[config.mk]
export PLATFORM = sky130hd
export DESIGN_NAME = assay_scheduler
export DESIGN_NICKNAME = d
export VERILOG_FILES = /design/src/rtl/assay_pkg.sv /design/src/rtl/assay_scheduler_rr_arbiter.sv /design/src/rtl/assay_scheduler.sv
export SDC_FILE = /design/constraint.sdc
export NUM_CORES = 1
export LEC_CHECK = 0
export CORE_ASPECT_RATIO = 0.6
export CORE_UTILIZATION = 50
export DETAILED_ROUTE_END_ITERATION = 10
export PLACE_DENSITY = 0.82
export REMOVE_ABC_BUFFERS = 1
export SLEW_MARGIN = 20
export SYNTH_ARGS = -nofsm -noshare
export SYNTH_HDL_FRONTEND = slang
export SYNTH_HIERARCHICAL = 1
export SYNTH_SLANG_ARGS = --single-unit
[constraint.sdc]
create_clock -name clk -period 4 [get_ports clk]
set_input_delay 0.4 -clock clk [delete_from_list [all_inputs] [get_ports clk]]
set_output_delay 0.4 -clock clk [all_outputs]
set_load 0.1 [all_outputs]
[src/rtl/assay_pkg.sv]
`default_nettype none
// ============================================================================
//  Module      : assay_pkg
//  Description : Shared state encoding, width helpers and default phase
//                lengths for the assay channel scheduler.
//  Revision    : 1.0 - initial release
// ============================================================================
package assay_pkg;

    // Scheduler phases; explicit 3-bit encoding
    typedef enum logic [2:0] {
        IDLE   = 3'd0,
        LOAD   = 3'd1,
        MIX    = 3'd2,
        DETECT = 3'd3,
        REPORT = 3'd4
    } state_t;

    localparam int c_n_ch_def     = 12;
    localparam int c_load_cyc_def = 16;
    localparam int c_mix_cyc_def  = 64;
    localparam int c_det_cyc_def  = 8;
    localparam int c_dw_def       = 12;

    // Channel index width; at least one bit even for tiny arrays
    function automatic int chw(input int n);
        return (n > 1) ? $clog2(n) : 1;
    endfunction

    // Result sum width: room for DET_CYC full-scale samples without overflow
    function automatic int sumw(input int dw, input int det_cyc);
        return dw + $clog2(det_cyc + 1);
    endfunction

    // Phase counter width: must hold the largest (phase length - 1)
    function automatic int cntw(input int a, input int b, input int c);
        int m;
        m = (a > b) ? a : b;
        m = (m > c) ? m : c;
        return (m > 1) ? $clog2(m) : 1;
    endfunction

endpackage
`default_nettype wire

[src/rtl/assay_scheduler_rr_arbiter.sv]
`default_nettype none
// ============================================================================
//  Module      : rr_arbiter
//  Description : Combinational round-robin picker. Returns the first set
//                request at or after the pointer, wrapping past N-1.
//  Revision    : 1.0 - initial release
// ============================================================================
module rr_arbiter #(
    parameter int N = 12,
    parameter int W = (N > 1) ? $clog2(N) : 1
) (
    input  logic [N-1:0] i_req,
    input  logic [W-1:0] i_ptr,
    output logic [N-1:0] o_grant,
    output logic [W-1:0] o_idx,
    output logic         o_any
);

    int   w_j;
    logic w_found;

    // Scan N positions starting at the pointer; first hit wins
    always_comb begin
        o_grant = '0;
        o_idx   = '0;
        o_any   = |i_req;
        w_found = 1'b0;
        w_j     = 0;
        for (int k = 0; k < N; k++) begin
            w_j = int'(i_ptr) + k;
            if (w_j >= N) begin
                w_j = w_j - N;
            end
            if (!w_found && i_req[w_j[W-1:0]]) begin
                w_found              = 1'b1;
                o_grant[w_j[W-1:0]]  = 1'b1;
                o_idx                = w_j[W-1:0];
            end
        end
    end

endmodule
`default_nettype wire

[src/rtl/assay_scheduler.sv]
`default_nettype none
// ============================================================================
//  Module      : assay_scheduler
//  Description : Runs one two-reagent assay channel at a time through
//                LOAD -> MIX -> DETECT -> REPORT, granting waiting channels
//                round-robin and returning one result per assay.
//  Revision    : 1.0 - initial release
// ============================================================================
module assay_scheduler
    import assay_pkg::*;
#(
    parameter int N_CH     = c_n_ch_def,
    parameter int LOAD_CYC = c_load_cyc_def,
    parameter int MIX_CYC  = c_mix_cyc_def,
    parameter int DET_CYC  = c_det_cyc_def,
    parameter int DW       = c_dw_def,
    localparam int CHW     = chw(N_CH),
    localparam int SUMW    = sumw(DW, DET_CYC)
) (
    input  logic            clk,
    input  logic            rst,
    input  logic [N_CH-1:0] req,
    output logic [N_CH-1:0] valve_a,
    output logic [N_CH-1:0] valve_b,
    output logic [N_CH-1:0] mix_en,
    output logic [CHW-1:0]  det_sel,
    output logic            det_en,
    input  logic [DW-1:0]   det_data,
    input  logic            det_valid,
    output logic            res_valid,
    input  logic            res_ready,
    output logic [CHW-1:0]  res_ch,
    output logic [SUMW-1:0] res_sum,
    output logic            res_err,
    output logic [N_CH-1:0] done,
    output logic            busy
);

    localparam int c_cntw = cntw(LOAD_CYC, MIX_CYC, DET_CYC);
    localparam int c_vw   = $clog2(DET_CYC + 1);

    state_t            r_state;
    state_t            w_state_nxt;
    logic [CHW-1:0]    r_ptr;
    logic [CHW-1:0]    r_ch;
    logic [N_CH-1:0]   r_mask;
    logic [c_cntw-1:0] r_cnt;
    logic [c_cntw-1:0] w_reload;
    logic [SUMW-1:0]   r_sum;
    logic [c_vw-1:0]   r_nvalid;
    logic [N_CH-1:0]   r_done;
    logic [N_CH-1:0]   w_grant;
    logic [CHW-1:0]    w_idx;
    logic              w_any;
    logic              w_cnt_zero;

    rr_arbiter #(
        .N (N_CH),
        .W (CHW)
    ) u_arb (
        .i_req   (req),
        .i_ptr   (r_ptr),
        .o_grant (w_grant),
        .o_idx   (w_idx),
        .o_any   (w_any)
    );

    assign w_cnt_zero = (r_cnt == '0);

    // State register
    always_ff @(posedge clk) begin
        if (rst) begin
            r_state <= IDLE;
        end else begin
            r_state <= w_state_nxt;
        end
    end

    // Next-state: each timed phase ends when the shared counter reaches zero
    always_comb begin
        w_state_nxt = r_state;
        case (r_state)
            IDLE:    if (w_any)      w_state_nxt = LOAD;
            LOAD:    if (w_cnt_zero) w_state_nxt = MIX;
            MIX:     if (w_cnt_zero) w_state_nxt = DETECT;
            DETECT:  if (w_cnt_zero) w_state_nxt = REPORT;
            REPORT:  if (res_ready)  w_state_nxt = IDLE;
            default: w_state_nxt = IDLE;
        endcase
    end

    // Counter reload value for the phase being entered
    always_comb begin
        w_reload = '0;
        case (w_state_nxt)
            LOAD:    w_reload = c_cntw'(LOAD_CYC - 1);
            MIX:     w_reload = c_cntw'(MIX_CYC - 1);
            DETECT:  w_reload = c_cntw'(DET_CYC - 1);
            default: w_reload = '0;
        endcase
    end

    // Phase counter, channel latch, detector accumulation and accept handling
    always_ff @(posedge clk) begin
        if (rst) begin
            r_ptr    <= '0;
            r_ch     <= '0;
            r_mask   <= '0;
            r_cnt    <= '0;
            r_sum    <= '0;
            r_nvalid <= '0;
            r_done   <= '0;
        end else begin
            r_done <= '0;
            if (w_state_nxt != r_state) begin
                r_cnt <= w_reload;
            end else if (!w_cnt_zero) begin
                r_cnt <= r_cnt - c_cntw'(1);
            end
            case (r_state)
                IDLE: begin
                    if (w_any) begin
                        r_ch     <= w_idx;
                        r_mask   <= w_grant;
                        r_sum    <= '0;
                        r_nvalid <= '0;
                    end
                end
                DETECT: begin
                    if (det_valid) begin
                        r_sum    <= r_sum + SUMW'(det_data);
                        r_nvalid <= r_nvalid + c_vw'(1);
                    end
                end
                REPORT: begin
                    if (res_ready) begin
                        r_done <= r_mask;
                        r_ptr  <= (r_ch == CHW'(N_CH - 1)) ? '0 : r_ch + CHW'(1);
                    end
                end
                default: ;
            endcase
        end
    end

    // Output decode from registered state only; the channel mask limits
    // activity to the single granted channel
    assign valve_a   = (r_state == LOAD) ? r_mask : '0;
    assign valve_b   = (r_state == LOAD) ? r_mask : '0;
    assign mix_en    = (r_state == MIX)  ? r_mask : '0;
    assign det_en    = (r_state == DETECT);
    assign det_sel   = ((r_state == DETECT) || (r_state == REPORT)) ? r_ch : '0;
    assign res_valid = (r_state == REPORT);
    assign res_ch    = (r_state == REPORT) ? r_ch  : '0;
    assign res_sum   = (r_state == REPORT) ? r_sum : '0;
    assign res_err   = (r_state == REPORT) && (r_nvalid == '0);
    assign done      = r_done;
    assign busy      = (r_state != IDLE);

endmodule
`default_nettype wire

# --- Word-level counts from Yosys, hierarchy flattened ---
# Index checks and enable logic that the tools add are counted.
# Widths: inputs -> output; s select.
totals:
  output_inout_bits: 76
  in_bits: 28
  wordCells: 258
  reg_bits: 61
op_classes:
  bitwise: 13
  add_sub_neg: 27
  mux: 116
  magnitude_cmp: 36
  reduce_logical: 46
  n_eq_ne: 12
ops:
  columns: ["op", "count"]
  rows:
  - ["$mux 12", 14]
  - ["$or 12x12->12", 11]
  - ["$mux 4", 29]
  - ["$lt 4x5->1 const B", 12]
  - ["$ge 5x4->1 const B", 11]
  - ["$bmux 1 s4", 12]
  - ["$demux 1 s4", 12]
  - ["$ge 4x1->1 const B", 12]
  - ["$mux 16", 3]
  - ["$sub 4x3->4 const B", 11]
  - ["$mux 1", 35]
  - ["$pmux 16 s2", 1]
  - ["$logic_and 1x1->1", 24]
  - ["$add 4x3->5 const B", 4]
  - ["$add 4x4->5 const B", 4]
  - ["$pmux 6 s3", 1]
  - ["$add 16x12->16", 1]
  - ["$mux 3", 5]
  - ["$pmux 3 s5", 1]
  - ["$eq 3x2->1 const B", 4]
  - ["$mux 6", 2]
  - ["$reduce_or 12->1", 1]
  - ["$logic_not 1->1", 11]
  - ["$add 4x2->5 const B", 2]
  - ["other kinds (21)", 27]

# --- Depth between registers and ports, before layout ---
# Gate-level depths: netlist (run 1).
depth:
  depth_word: 38
  mapped_depth: 20
  depth_no_buf: 17

# --- Modules after synthesis ---
# The synthesis (run 1) kept the hierarchy.
modules_own_cells:
  columns: ["mod", "cells_per_inst", "area_per_inst_um2", "seq_area_each_um2", "n_inst"]
  rows:
  - ["assay_scheduler", 409, 3425.8, 1221.2, 1]
  - ["rr_arbiter", 455, 3138.0, 0.0, 1]

# --- Least setup slack after synthesis (run 1) ---
# Ideal clock, no wire load.
synth_timing:
  kind: "reg2out"
  from: "register r_state[2]"
  to: "output res_err"
  slack_ns: -0.373
  n_path_buf: 1
  t_required_ns: 3.600
  arrival_time_ns: 3.973
  stages_incl_launch_ff: 4
  cell_sequence: "dfxtp_1 clkbuf_1 nand2_1 nor4b_1"
synth_between:
  elab_chain_len: 2
synth_rtl:
  columns: ["item", "line", "rtl"]
  rows:
  - ["start: declaration", "assay_scheduler.sv:42", "state_t r_state;"]
  - ["start signal: assignment", "assay_scheduler.sv:75", "r_state <= w_state_nxt;"]
  - ["$eq 3x3->1", "assay_scheduler.sv:156", "assign res_err = (r_state == REPORT) && (r_nvalid == '0);"]
  - ["$logic_and 1x1->1", "assay_scheduler.sv:156", null]
  - ["end: declaration", "assay_scheduler.sv:34", "output logic res_err,"]
# Every way passes these cells.

# --- Worst setup path after layout (run 1) ---
layout_timing:
  from: "register r_ptr[2]"
  to: "register r_mask[5]"
layout_between:
  elab_chain_len: 38
  elab_cells_between_ends: 187
  cone_classes: "23 x add/sub; 36 x order compare; 83 x mux; 11 x bitwise; 34 x reduce/logical"
layout_rtl:
  columns: ["item", "line", "rtl"]
  rows:
  - ["start: declaration", "assay_scheduler.sv:44", "logic [CHW-1:0] r_ptr;"]
  - ["start signal: assignment", "assay_scheduler.sv:138", "r_ptr <= (r_ch == CHW'(N_CH - 1)) ? '0 : r_ch + CHW'(1);"]
  - ["branches (longest 37 deep; another with $add 4x1->5)", null, null]
  - ["$mux 12 (*)", "assay_scheduler_rr_arbiter.sv:34", "if (!w_found && i_req[w_j[W-1:0]]) begin"]
  - ["net w_grant[5]", "assay_scheduler.sv:52", "logic [N_CH-1:0] w_grant;"]
  - ["end signal: assignment", "assay_scheduler.sv:124", "r_mask <= w_grant;"]
  - ["end: declaration", "assay_scheduler.sv:46", "logic [N_CH-1:0] r_mask;"]
# Mark *: on every way through the listed nets, which the timed path passes. The select of a mux whose other input is x is not followed.
# A chain may end at the register's enable or synchronous reset.

==> results by stage, run 1 <==
GRT:
- The number of antenna violations at the first check in global routing is 0.
- After global routing, the most crowded layer is met1.
- The wire length of the first global-routing pass is between 30000 and 40000 um.
- The global-route met2 utilization is 46.1%.
- The maximum number of pins on one net before global-route repair is 34.
- The number of global-route vias before repair is 6714.
- The met1 global-route usage is between 50% and 60%.
- Global routing consumed, on the met3 layer, about an eighth of the routing resources.
- The global routing usage summed across all routing layers is between 30% and 40%.
- Global routing finished with a remaining overflow of 0.

Synthesis:
- Yosys mapped a number of flops with a built-in enable equal to 0.
- The flip-flop cell with the highest count after synthesis is dfxtp_1.
- The distinct cell type count of the synthesized netlist is 91.
- Sequential elements use between 10% and 20% of the synthesized area.
- The post-synth design cell area is roughly 6600 sq um.
- The synthesized design contains roughly 60 register bits.
- During synthesis, Yosys emitted a total of 6 warnings.
- The cell count after synthesis came out at between 800 and 900.
- After synthesis, the mean cell area works out to 7.60 sq um.
- The post-synthesis async set-or-reset flop share is 0%.

Pwr:
- The worst-case IR drop observed on VDD is roughly 0.29 mV.
- The logic gate share of total power is a little over a third.
- In this run the static leakage power is around 3.6 nW.
- The internal power component is between 1 and 1.5 mW.
- Of the total power, the clock network draws between 30 and 40%.
- The switching power is roughly 0.9 mW.
- The part of the power in registers is 31.7%.
- In this run switching power makes up about 39% of total power.
- The design draws around 2.3 mW.
- The power density over cell area is 261 nW/um^2.

Timing:
- The final critical delay including setup and external delays is around 4000 ps.
- The worst path uses 97.1% of the clock period.
- The transition at the pin with the smallest max-transition slack is 1010 ps.
- Setup violations remaining at the end of the flow were counted as 0.
- On the final layout, the worst clock skew is 8.13 ps.
- The hold violation total from the final report came to 0.
- Setup slack on the critical path of the routed design comes to between 100 and 150 ps.
- The number of slew-limit violations in the final report is 0.
- Headroom to the max-slew limit came out at between 30% and 40%.
- The tightest hold path in the finished design has a slack of 474 ps.
- The accumulated negative setup slack is 0 ps.
- For this run, the top clock speed supported by timing is approximately 0.26 GHz.

Final layout:
- The filler cell count in the final layout is around 1000.
- The library cell used most frequently in the layout, excluding fill and tap cells, is buf_4.
- Leaving out fill and tap cells, the most frequent cells in the layout are 157 x buf_4, 77 x nand2_1, 69 x and2_1.
- The number of antenna diodes in the final layout is 0.
- The number of standard cells in the final layout excluding fillers is between 1000 and 1500.
- The share of final-layout standard cells stronger than drive strength 1 is 24.7%.
- From synthesis to final layout, the design area changed by 33.3%.
- The post-layout utilization of the core is between 70 and 80%.
- The number of nets in the finished design is between 1000 and 1500.
- With fillers left out, the area of the finished cells amounts to 8750 sq um.

Placement:
- The count of buffers added on input and output ports is 103.
- The number of cells after detailed placement is 1172.
- The placer's final routability congestion estimate is around 1.1.
- Before CTS, the worst setup slack after placement is -34.0 ps.
- Detailed placement finished with a half-perimeter wire length of about 18000 um.
- The post-place instance area is approximately 8100 sq um.

Detailed routing:
- The routed length per instance is 19.9 um.
- The average vias per placed instance is roughly 6.4.
- The DRC marker count from the first detailed-route iteration is 1051.
- The number of detailed-routing iterations run before antenna repair is 7.
- For this run, design rule violations remaining after detail routing come to 0.
- The count of nets left with antenna violations after detail routing is 0.
- The final wirelength is 23800 um.
- The number of vias after detailed routing is between 7000 and 8000.

Floorplan:
- From bottom edge to top edge, the die measures ~91 um.
- Once the floorplan was initialized, standard cells occupied a little over half of the core.
- The die covers roughly 14000 sq um.
- After floorplanning, the core was divided into 31 placement rows.
- After floorplanning, the core was sized to cover around 12000 sq um.
- ~100 I/O pins were placed.
- In this run the horizontal extent of the chip is 150 um.

Worst setup path:
- For the worst setup path, the data required time is roughly 4300 ps.
- The type of the worst setup path is reg -> reg.
- The capture point of the worst reg-to-reg path is r_mask[5]$_SDFFE_PP0P_.
- The setup check on the worst reg-to-reg path leaves a slack of 110 ps.
- The type of destination of the critical path is a flop.
- Measured in cells, the most critical reg-to-reg path has a length of 17.
- The startpoint identified for the worst register-to-register timing path is r_ptr[2]$_SDFFE_PP0P_.
- Traced cell by cell, the critical path runs through buf_8 > ha_4 > xnor2_2 > inv_1 > ha_1 > nor2b_1 > a2111o_1 > a41oi_2 > nor4b_4 > buf_6 > nand3_4 > buf_4 > o311ai_2 > a22oi_1 > o211ai_1 > nand2_1 > a21oi_2.
- For this run, the slowest stage of the critical path takes between 300 and 400 ps.
- The first element of the critical path is r_ptr[2]$_SDFFE_PP0P_.
- The worst setup path is launched from a flop.
- The maximum fanout encountered on the critical timing path is 21.
- The arrival time at the worst endpoint is roughly 4200 ps.
- The most critical setup path has its endpoint at r_mask[5]$_SDFFE_PP0P_.
- The cell with the largest stage delay on the worst path is dfxtp_4.

Job:
- The max-cap check violation count is 0.

Clocking:
- Clock tree synthesis selected as its root buffer the cell clkbuf_16.
- The clock net sink count is a little over 60.
- In this run, CTS created clock tree buffers numbering 9.
- The H-tree generated during clock tree synthesis spans 3 levels.
- The later pin in the worst-skew pair is clocked with a latency of around 330 ps.
- The TritonCTS clock tree is yes.
- The clock transition time at the flip-flop clock pins of the worst setup and hold paths is approximately 60 ps.
- No sink is reached through more buffers than the 2 on the longest clock path.

Run status:
- The flow ran to the end, and the final reports show no timing, DRC or antenna violations.

Hold path:
- The worst hold path class is reg -> reg.
registers in the layout, summed over array words and instances, names as in the netlist:
name	cells
r_nvalid	4
r_ptr	4
r_ch	4
r_cnt	6
r_sum	16
done	12
r_mask	12
r_state	3
critical path: cells and delay by family, from the launching register on:
kind                     cells  cell delay [ps]
adder cells (fa/ha/maj)      2              550
XOR/XNOR                     1              130
AO/OA/AOI/OAI                6             1140
flip-flops                   1              370
buffers and inverters        4              690
AND/OR/NAND/NOR              4              920
synth_stat cells, types with 10 or more instances:
cell	n	area share (%)
nand2_1	77	4.4
and2_1	69	6.6
a21oi_1	63	4.8
nor2_1	63	3.6
dfxtp_1	61	19
ha_1	39	7.4
o21ai_0	36	2.7
inv_1	32	1.8
clkbuf_1	28	1.6
nand3_1	25	1.9
nor3_1	22	1.7
xnor2_1	18	2.4
a22oi_1	17	1.9
o31ai_1	16	1.8
buf_4	15	1.7
o211ai_1	14	1.6
a31oi_1	12	1.1
o21a_1	12	1.4
or3_1	12	1.1
mux4_2	11	3.8
a211oi_1	10	1.1
and3_1	10	0.95
buf_2	10	0.76
nor4_1	10	0.95
final cells by class:
class	count	area, sq um	share of cell area, %
Multi-Input combinational cell	709	5140	58.8
Timing Repair Buffer	211	1760	20.1
Sequential cell	61	1230	14.0
Clock buffer	10	239	2.73
Tap cell	165	206	2.36
Inverter	35	134	1.53
Clock inverter	6	45.0	0.515
routing by layer:
metal	up-vias	routed length (um)	part of all wire [%]
li1	3536	-	-
met4	0	237	1.0
met5	-	0	0
met3	34	3510	15
met1	3538	10800	46
met2	520	9190	39
cell families after synthesis:
family,after synthesis,synth area share [%]
adders and majority gates,40,7.74
and+or+nand+nor,365,30.9
muxes,22,5.55
xor gates and xnor gates,26,3.70
buffers and inverters,94,6.90
AOI/OAI and AO/OA,256,26.6
DFF,61,18.6
timing repair:
item,in CTS,in global routing
hold endpoints to repair,0,0
buffers inserted,0,7
pin swaps,0,19
resized for setup,8,60
hold buffers,0,0
setup endpoints to repair,8,16
gates cloned,0,2
worst min path at each step:
stage / from / endpoint / slack, ps / cells past startpoint
2_1_floorplan: r_sum[3]$_SDFFE_PP0P_ / r_sum[3]$_SDFFE_PP0P_ / 440 / 2
3_3_place_gp: r_sum[3]$_SDFFE_PP0P_ / r_sum[3]$_SDFFE_PP0P_ / 460 / 2
3_5_place_dp: r_sum[3]$_SDFFE_PP0P_ / r_sum[3]$_SDFFE_PP0P_ / 460 / 2
4_1_cts: r_sum[3]$_SDFFE_PP0P_ / r_sum[3]$_SDFFE_PP0P_ / 470 / 2
6_report: r_sum[3]$_SDFFE_PP0P_ / r_sum[3]$_SDFFE_PP0P_ / 470 / 2
5_1_grt: r_sum[15]$_SDFFE_PP0P_ / r_sum[15]$_SDFFE_PP0P_ / 500 / 2
power groups by stage:
stage | Combinational [mW] | Clock, mW | Sequential [mW]
2_1_floorplan | 0.517 | 0 | 0.712
3_3_place_gp | 0.767 | 0 | 0.729
3_5_place_dp | 0.776 | 0 | 0.732
4_1_cts | 0.784 | 0.743 | 0.722
5_1_grt | 0.874 | 0.775 | 0.734
6_report | 0.817 | 0.743 | 0.725
Note: power is estimated with default switching activity, not from simulation.
==> inputs of run 2 (changes only) <==
--- a/config.mk
+++ b/config.mk
@@ -5,7 +5,8 @@
 export SDC_FILE = /design/constraint.sdc
 export NUM_CORES = 1
 export LEC_CHECK = 0
-export CORE_ASPECT_RATIO = 0.6
+export ABC_AREA = 0
+export CORE_MARGIN = 8
 export CORE_UTILIZATION = 50
 export DETAILED_ROUTE_END_ITERATION = 10
 export PLACE_DENSITY = 0.82
==> run 2 against run 1 <==
  * Global-route usage fell by 9.9 points
  * Sequential power shrank 0.7%
  * Design area shrank 3.6%
  * Cell count decreased by 1.6%
  * Critical endpoint is now r_mask[3]$_SDFFE_PP0P_
  * Largest cell class unchanged
  * Largest power group is now clock
==> results by stage, run 2 (synthesis results as in run 1) <==
Final layout:
- The number of nets in the finished design was 1065 (-2.7%).
- The finished layout cell area is 8430 sq um (-3.6%).
- The commonest non-fill, non-tap cell in the layout is buf_4.
- Leaving out fill and tap cells, the most frequent cells in the layout are 135 x buf_4, 77 x nand2_1, 70 x and2_1.
- The filler cell count in the final layout is 1171 (+13%).
- The register cell area after layout was 1230 sq um (+0.20%).
- The antenna cell count is 0 (unchanged).
- The area of combinational cells with multiple inputs came to 5060 sq um (-1.6%).
- The share of final-layout standard cells stronger than drive strength 1 is 21.3% (-3.5 points).
- r_sum holds more flip-flops than any other register.
- The flip-flop count of the largest register after layout came to 16 (unchanged).
- The area growth from synthesis to layout is 28.5%.

Detailed routing:
- The count of nets left with antenna violations after detail routing came to 0 (unchanged).
- The average vias per placed instance is 6.26 (-1.7%).
- In this run the top signal layer used is met4.
- The number of detailed-routing iterations run before antenna repair is 6 (-1).
- The final wirelength is 21900 um (-7.8%).
- The DRC marker count from the first detailed-route iteration was 783 (-25%).
- The routed length per instance is 18.6 um (-6.3%).
- The wire length the detailed router placed on met1 is 9090 um (-16%).
- The routed length on met2 is 10200 um (+10%).
- The met3 wire length is 1990 um (-43%).
- The number of remaining DRC errors is 0 (unchanged).
- The number of vias after detailed routing is 7378 (-3.3%).

Pwr:
- The static leakage power is 3.46 nW (-4.6%).
- The worst vdd rail ir drop is 0.214 mV (-27%).
- The power density over cell area is 281 nW/um^2 (+7.6%).
- The total power after layout is 2.37 mW (+3.7%).

Floorplan:
- The effective utilization at floorplan is 50.4% (-2.5 points).
- The site row count is 42 (+35%).
- The number of primary I/O pins is 104 (unchanged).
- The die footprint came to 17000 sq um (+25%).
- The core region area came to 13000 sq um (+5.0%).
- The die extent in x is 131 um (-13%).
- The die extent in y is 131 um (+44%).

Clocking:
- The clock transition time at the flip-flop clock pins of the worst setup and hold paths came to 60 ps (about the same).
- The level count of the clock H-tree is 3 (unchanged).
- TritonCTS built the clock tree.
- The largest buffer count on any clock path is 2 (unchanged).
- The clock net sink count is 61 (unchanged).
- The clock latency on the worst-skew pair is 330 ps (about the same).
- The number of buffers inserted by hold repair at cts is 0 (unchanged).
- The total CTS buffers is 9 (unchanged).
- In this run the clock root is driven by a clkbuf_16.

Worst setup path:
- The combined buffer and inverter count along the critical path came to 4 (unchanged).
- The maximum fanout encountered on the critical timing path is 8 (-62%).
- The internal reg-to-reg setup slack is 120 ps (about the same).
- The sort of element at the start of the critical path is a flop.
- By startpoint and endpoint, the worst setup path is classified as reg -> reg.
- The kind of cell adding the most delay to the critical path is compound AO/OA/AOI/OAI gates.
- The arrival time at the worst endpoint is 4130 ps (-20 ps).
- The largest incremental delay on the critical path is 360 ps (about the same).
- The required arrival time at the worst endpoint is 4250 ps (about the same).
- The worst setup path is captured at a flop.
- Among the stages of the critical path, the cell type that occurs most often is buf_4.
- Walking the worst path, the cells encountered are buf_4 > ha_1 > a21oi_2 > xnor2_2 > inv_1 > ha_1 > o21ai_1 > o211ai_1 > o31ai_2 > a211o_1 > nor4bb_2 > buf_4 > nand3_1 > buf_4 > o21ai_0 > a222oi_1 > nand2_1 > nand2_1 > a21oi_1.
- The cell with the largest stage delay on the worst path is dfxtp_4.

Run status:
- The run finished with clean final reports.

Job:
- The max-cap check violation count is 0 (unchanged).

Timing:
- The hold violation total from the final report is 0 (unchanged).
- The transition at the pin with the smallest max-transition slack is 989 ps (-23.9 ps).
- The clock skew after layout is 8.77 ps (+0.633 ps).
- The final worst-path setup slack is 123 ps (+9.11 ps).
- Setup repair after global routing could not meet its margin everywhere.
- The headroom to the max-slew limit is 33.9% (+1.6 points).
- The total setup violations reported at the end of the flow is 0 (unchanged).
- The number of slew-limit violations in the final report is 0 (unchanged).
- The fmax is 0.258 GHz (+0.24%).
- The period utilization was 96.9% (-0.23 points).
- The final critical delay including setup and external delays is 3880 ps (-9.11 ps).

GRT:
- The sum of overflow across all layers after global routing is 0 (unchanged).
- The number of global-route vias before repair is 6563 (-2.2%).
- The maximum number of pins on one net before global-route repair is 46 (+35%).
- The wire length of the first global-routing pass was 33900 um (-7.1%).
- The number of antenna violations at the first check in global routing came to 0 (unchanged).
- The global routing usage summed across all routing layers came to 24.6% (-9.9 points).

Placement:
- The placer's final routability congestion estimate is 1.01 (-8.1%).
- The number of buffer cells added on primary ports is 103 (unchanged).
- The post-place instance area came to 7890 sq um (-2.4%).
- The worst setup timing slack at the placement stage is -126 ps (-91.8 ps).
- The final HPWL from detailed placement is 16700 um (-8.3%).

Hold path:
- The worst hold path class is reg -> reg.
-- run 2: final cells by class --
class	instances	area share, %
clock inverters	6	1.02
well taps	176	2.61
clock buffers	10	2.83
multi-input cells	710	60.0
inverters	35	1.56
repair buffers	180	17.4
flip-flops and latches	61	14.6
-- run 2: power by group --
part	switching, mW	internal (mW)
clock network	0.294	0.561
logic	0.503	0.292
registers	0.0671	0.652
total	0.863	1.51
-- run 2: metal layers --
metal / up-vias / track usage, %
met1: 3446 / 32.2
met4: 0 / 9.18
met3: 56 / 3.45
li1: 3473 / -
met2: 403 / 40.3
met5: - / 0
-- run 2: worst register-to-register path: stages (launching register included) --
cell      delay [ps]
dfxtp_4          360
buf_4            160
ha_1             210
a21oi_2          270
xnor2_2          170
inv_1             60
ha_1             190
o21ai_1          160
o211ai_1         120
o31ai_2          360
a211o_1          180
nor4bb_2         230
buf_4            230
nand3_1           90
buf_4            190
o21ai_0          360
a222oi_1         200
nand2_1           90
nand2_1           50
a21oi_1          110
-- run 2: what timing repair did --
action | CTS | global route
pin swaps | 0 | 11
buffers inserted | 0 | 7
gates resized for setup | 3 | 35
cloned | 0 | 1
endpoints found under the setup margin | 15 | 16
-- run 2: path summary, 6_finish.rpt --
path,start,endpoint,cells after the start
worst min-delay path,r_mask[5]$_SDFFE_PP0P_,r_mask[5]$_SDFFE_PP0P_,2
worst min register to register,r_mask[5]$_SDFFE_PP0P_,r_mask[5]$_SDFFE_PP0P_,2
worst max register to register,r_ptr[1]$_SDFFE_PP0P_,r_mask[3]$_SDFFE_PP0P_,19
worst max-delay path,r_ptr[1]$_SDFFE_PP0P_,r_mask[3]$_SDFFE_PP0P_,19
-- run 2: stage by stage --
stage | setup TNS (ps) | util [%] | cells | hold slack [ps]
after floorplan | -24720 | - | 805 | 438
after CTS | 0 | 63.2 | 1170 | 481
after detailed placement | -1210 | 60.5 | 1154 | 468
after global placement | -0.403 | 60.5 | 1154 | 460
after global routing | -160 | 64.7 | 1178 | 503
final | 0 | 64.7 | 1178 | 479
==> inputs of run 3 (changes only) <==
--- a/config.mk
+++ b/config.mk
@@ -8,8 +8,10 @@
 export ABC_AREA = 0
 export CORE_MARGIN = 8
 export CORE_UTILIZATION = 50
+export CTS_CLUSTER_DIAMETER = 30
 export DETAILED_ROUTE_END_ITERATION = 10
-export PLACE_DENSITY = 0.82
+export HOLD_SLACK_MARGIN = 0.03
+export PLACE_DENSITY = 0.78
 export REMOVE_ABC_BUFFERS = 1
 export SLEW_MARGIN = 20
 export SYNTH_ARGS = -nofsm -noshare
==> run 3 against run 2 <==
  * Worst hold slack got worse by 7.7 ps
  * Register-to-register slack better by 30 ps
  * Clock-buffer cell count stayed put
  * Design area increased by 1.2%
  * Routed wire length shrank 1.3%
  * Flip-flop and latch count did not move
  * First-iteration DRC count up 37%
  * Global-route usage barely moved
  * Cell count rose by 0.42%
  * Non-clock buffer count rose by 5
  * Combinational power is 0.5% lower
==> results by stage, run 3 (synthesis results as in run 1) <==
Run status:
- The flow ran to the end, and the final reports show no timing, DRC or antenna violations.

Worst setup path:
- The number of cells traversed by the worst register-to-register path came to 21 (+2).
- The type of destination of the critical path is a flop.
- The required arrival time at the worst endpoint came to 4260 ps (about the same).
- The sort of element at the start of the critical path is a flop.
- The type of the worst setup path is reg -> reg.
- The capture point of the worst reg-to-reg path is r_mask[5]$_SDFFE_PP0P_.
- The maximum fanout encountered on the critical timing path is 12 (+4).
- The arrival time at the worst endpoint came to 4100 ps (-30 ps).
- In this run the critical register-to-register path is launched from r_ptr[1]$_SDFFE_PP0P_.
- The internal reg-to-reg setup slack is 160 ps (+30 ps).

Final layout:
- The area of combinational cells with multiple inputs is 5110 sq um (+0.89%).
- The number of nets in the finished design was 1070 (+0.47%).
- The most flop-heavy register is r_sum.
- The flip-flop count of the largest register after layout came to 16 (unchanged).
- Relative to the synthesized area, the layout overhead comes to 30.0%.
- The share of final-layout standard cells stronger than drive strength 1 is 22.5% (+1.3 points).
- The filler cell count in the final layout is 1154 (-1.5%).
- The register cell area after layout is 1230 sq um (-0.30%).
- In the layout the commonest cells are 136 x buf_4, 77 x nand2_1, 70 x and2_1.
- The library cell used most frequently in the layout, excluding fill and tap cells, is buf_4.
- The antenna cell count was 0 (unchanged).

GRT:
- The maximum number of pins on one net before global-route repair is 39 (-15%).
- The number of antenna violations at the first check in global routing is 0 (unchanged).
- The global routing usage summed across all routing layers is 24.7% (+0.043 points).
- The sum of overflow across all layers after global routing is 0 (unchanged).
- The wire length of the first global-routing pass is 33800 um (-0.18%).
- The number of global-route vias before repair is 6474 (-1.4%).

Pwr:
- The switching power is 0.882 mW (+2.2%).
- The worst vdd rail ir drop is 0.219 mV (+2.3%).
- The static leakage power is 3.47 nW (+0.38%).
- The clock network power share is 36.5% (+0.4 points).
- The power density over cell area is 280 nW/um^2 (-0.42%).
- The internal power component is 1.50 mW (about the same).
- The logic gate share of total power is 33.1% (-0.5 points).
- The switching power as a share of total power is 37.0% (+0.52 points).
- The part of the power in registers is 30.4% (about the same).

Placement:
- The final HPWL from detailed placement was 16100 um (-3.6%).
- The number of buffer cells added on primary ports is 103 (unchanged).
- The placer's final routability congestion estimate is 0.991 (-1.4%).
- The worst setup timing slack at the placement stage is -195 ps (-69.0 ps).

Floorplan:
- The die footprint is 17000 sq um (unchanged).
- The number of primary I/O pins was 104 (unchanged).
- The die extent in x was 131 um (unchanged).
- The site row count came to 42 (unchanged).
- The effective utilization at floorplan is 50.4% (unchanged).
- The core region area is 13000 sq um (unchanged).
- The die extent in y was 131 um (unchanged).

Job:
- The max-cap check violation count is 0 (unchanged).

Hold path:
- The cell depth of the worst hold path is 2 (unchanged).
- The worst hold endpoint is r_mask[0]$_SDFFE_PP0P_.
- The worst hold path class is reg -> reg.
- The worst hold path startpoint is r_mask[0]$_SDFFE_PP0P_.

Clocking:
- The largest buffer count on any clock path came to 2 (unchanged).
- The level count of the clock H-tree is 3 (unchanged).
- The total CTS buffers is 9 (unchanged).
- The TritonCTS clock tree is yes.
- In this run the clock root is driven by a clkbuf_16.
- The clock transition time at the flip-flop clock pins of the worst setup and hold paths is 60 ps (about the same).
- The number of buffers inserted by hold repair at cts was 0 (unchanged).
- The clock latency on the worst-skew pair is 330 ps (about the same).
- The clock net sink count is 61 (unchanged).

Timing:
- The headroom to the max-slew limit came to 34.1% (+0.18 points).
- The transition at the pin with the smallest max-transition slack is 986 ps (-2.65 ps).
- The final worst-path setup slack came to 158 ps (+34.7 ps).
- The smallest hold slack is 471 ps (-7.71 ps).
- The total setup violations reported at the end of the flow came to 0 (unchanged).
- The final critical delay including setup and external delays was 3840 ps (-34.7 ps).
- The number of slew-limit violations in the final report was 0 (unchanged).
- The hold violation total from the final report is 0 (unchanged).
- The clock skew after layout is 7.40 ps (-1.37 ps).
- The period utilization was 96.1% (-0.87 points).
- The fmax is 0.260 GHz (+0.90%).

Detailed routing:
- The routed length on met2 was 9690 um (-4.6%).
- The routed length per instance is 18.3 um (-1.7%).
- The wire length the detailed router placed on met1 is 9200 um (+1.2%).
- The average vias per placed instance is 6.17 (-1.4%).
- The number of vias after detailed routing is 7305 (-0.99%).
- The DRC marker count from the first detailed-route iteration was 1072 (+37%).
- The met3 wire length is 2110 um (+6.0%).
- The count of nets left with antenna violations after detail routing is 0 (unchanged).
- The number of remaining DRC errors was 0 (unchanged).
- The highest layer touched by signal routing is met4.
- The final wirelength was 21700 um (-1.3%).
- The number of detailed-routing iterations run before antenna repair was 5 (-1).
run 3: metal layers:
| layer | GRT usage [%] | up-vias |
|---|---|---|
| li1 | - | 3486 |
| met1 | 33.2 | 3386 |
| met2 | 38.2 | 372 |
| met3 | 4.71 | 61 |
| met4 | 9.32 | 0 |
| met5 | 0 | - |
run 3: metrics by stage:
step                cell area, sq um  util (%)  TNS, ps  total power [mW]  std cells
global placement                7900      60.6     -316              1.48       1155
global route                    8540      65.5     -238              2.49       1183
CTS                             8250      63.3        0              2.37       1171
finish                          8540      65.5        0              2.39       1183
floorplan                       6240         -   -24720              1.23        805
detailed placement              7900      60.6     -959              1.49       1155
run 3: critical path: stages, from the launching register on:
cell	delay [ps]
dfxtp_2	320
buf_6	150
ha_2	220
a21oi_2	190
xnor2_2	150
inv_1	70
ha_1	210
o21ai_2	150
o211ai_1	140
o31ai_2	410
a211o_1	200
nor4bb_4	230
buf_6	190
buf_4	130
buf_4	100
nand3_1	150
o211ai_1	210
buf_4	190
a22oi_1	60
o211ai_1	120
nand2_1	70
a21oi_1	110
run 3: area by class of cell:
class | instances | area share (%)
clock inverters | 6 | 1.01
inverters | 35 | 1.54
clock buffers | 10 | 2.80
multi-input cells | 710 | 59.9
well taps | 176 | 2.58
repair buffers | 185 | 17.9
flip-flops and latches | 61 | 14.4
run 3: repair_timing:
action | in CTS | in global routing
pin swaps | 0 | 10
buffers inserted | 0 | 11
gates cloned | 0 | 1
setup endpoints to repair | 16 | 16
gates resized for setup | 7 | 44
run 3: worst max-delay path by stage:
stage | end | startpoint
after detailed placement | r_mask[1]$_SDFFE_PP0P_ | r_ptr[1]$_SDFFE_PP0P_
after floorplan | r_ch[2]$_SDFFE_PP0P_ | r_ptr[0]$_SDFFE_PP0P_
final | r_mask[5]$_SDFFE_PP0P_ | r_ptr[1]$_SDFFE_PP0P_
after CTS | r_mask[1]$_SDFFE_PP0P_ | r_ptr[1]$_SDFFE_PP0P_
after global placement | r_mask[1]$_SDFFE_PP0P_ | r_ptr[1]$_SDFFE_PP0P_
after global routing | r_mask[4]$_SDFFE_PP0P_ | r_ptr[1]$_SDFFE_PP0P_
run 3: power groups by stage:
stage | clock network [mW] | logic, mW | registers [mW]
after global placement | 0 | 0.749 | 0.729
after detailed placement | 0 | 0.758 | 0.730
after floorplan | 0 | 0.517 | 0.712
final | 0.871 | 0.791 | 0.725
after global routing | 0.906 | 0.855 | 0.731
after CTS | 0.875 | 0.771 | 0.722
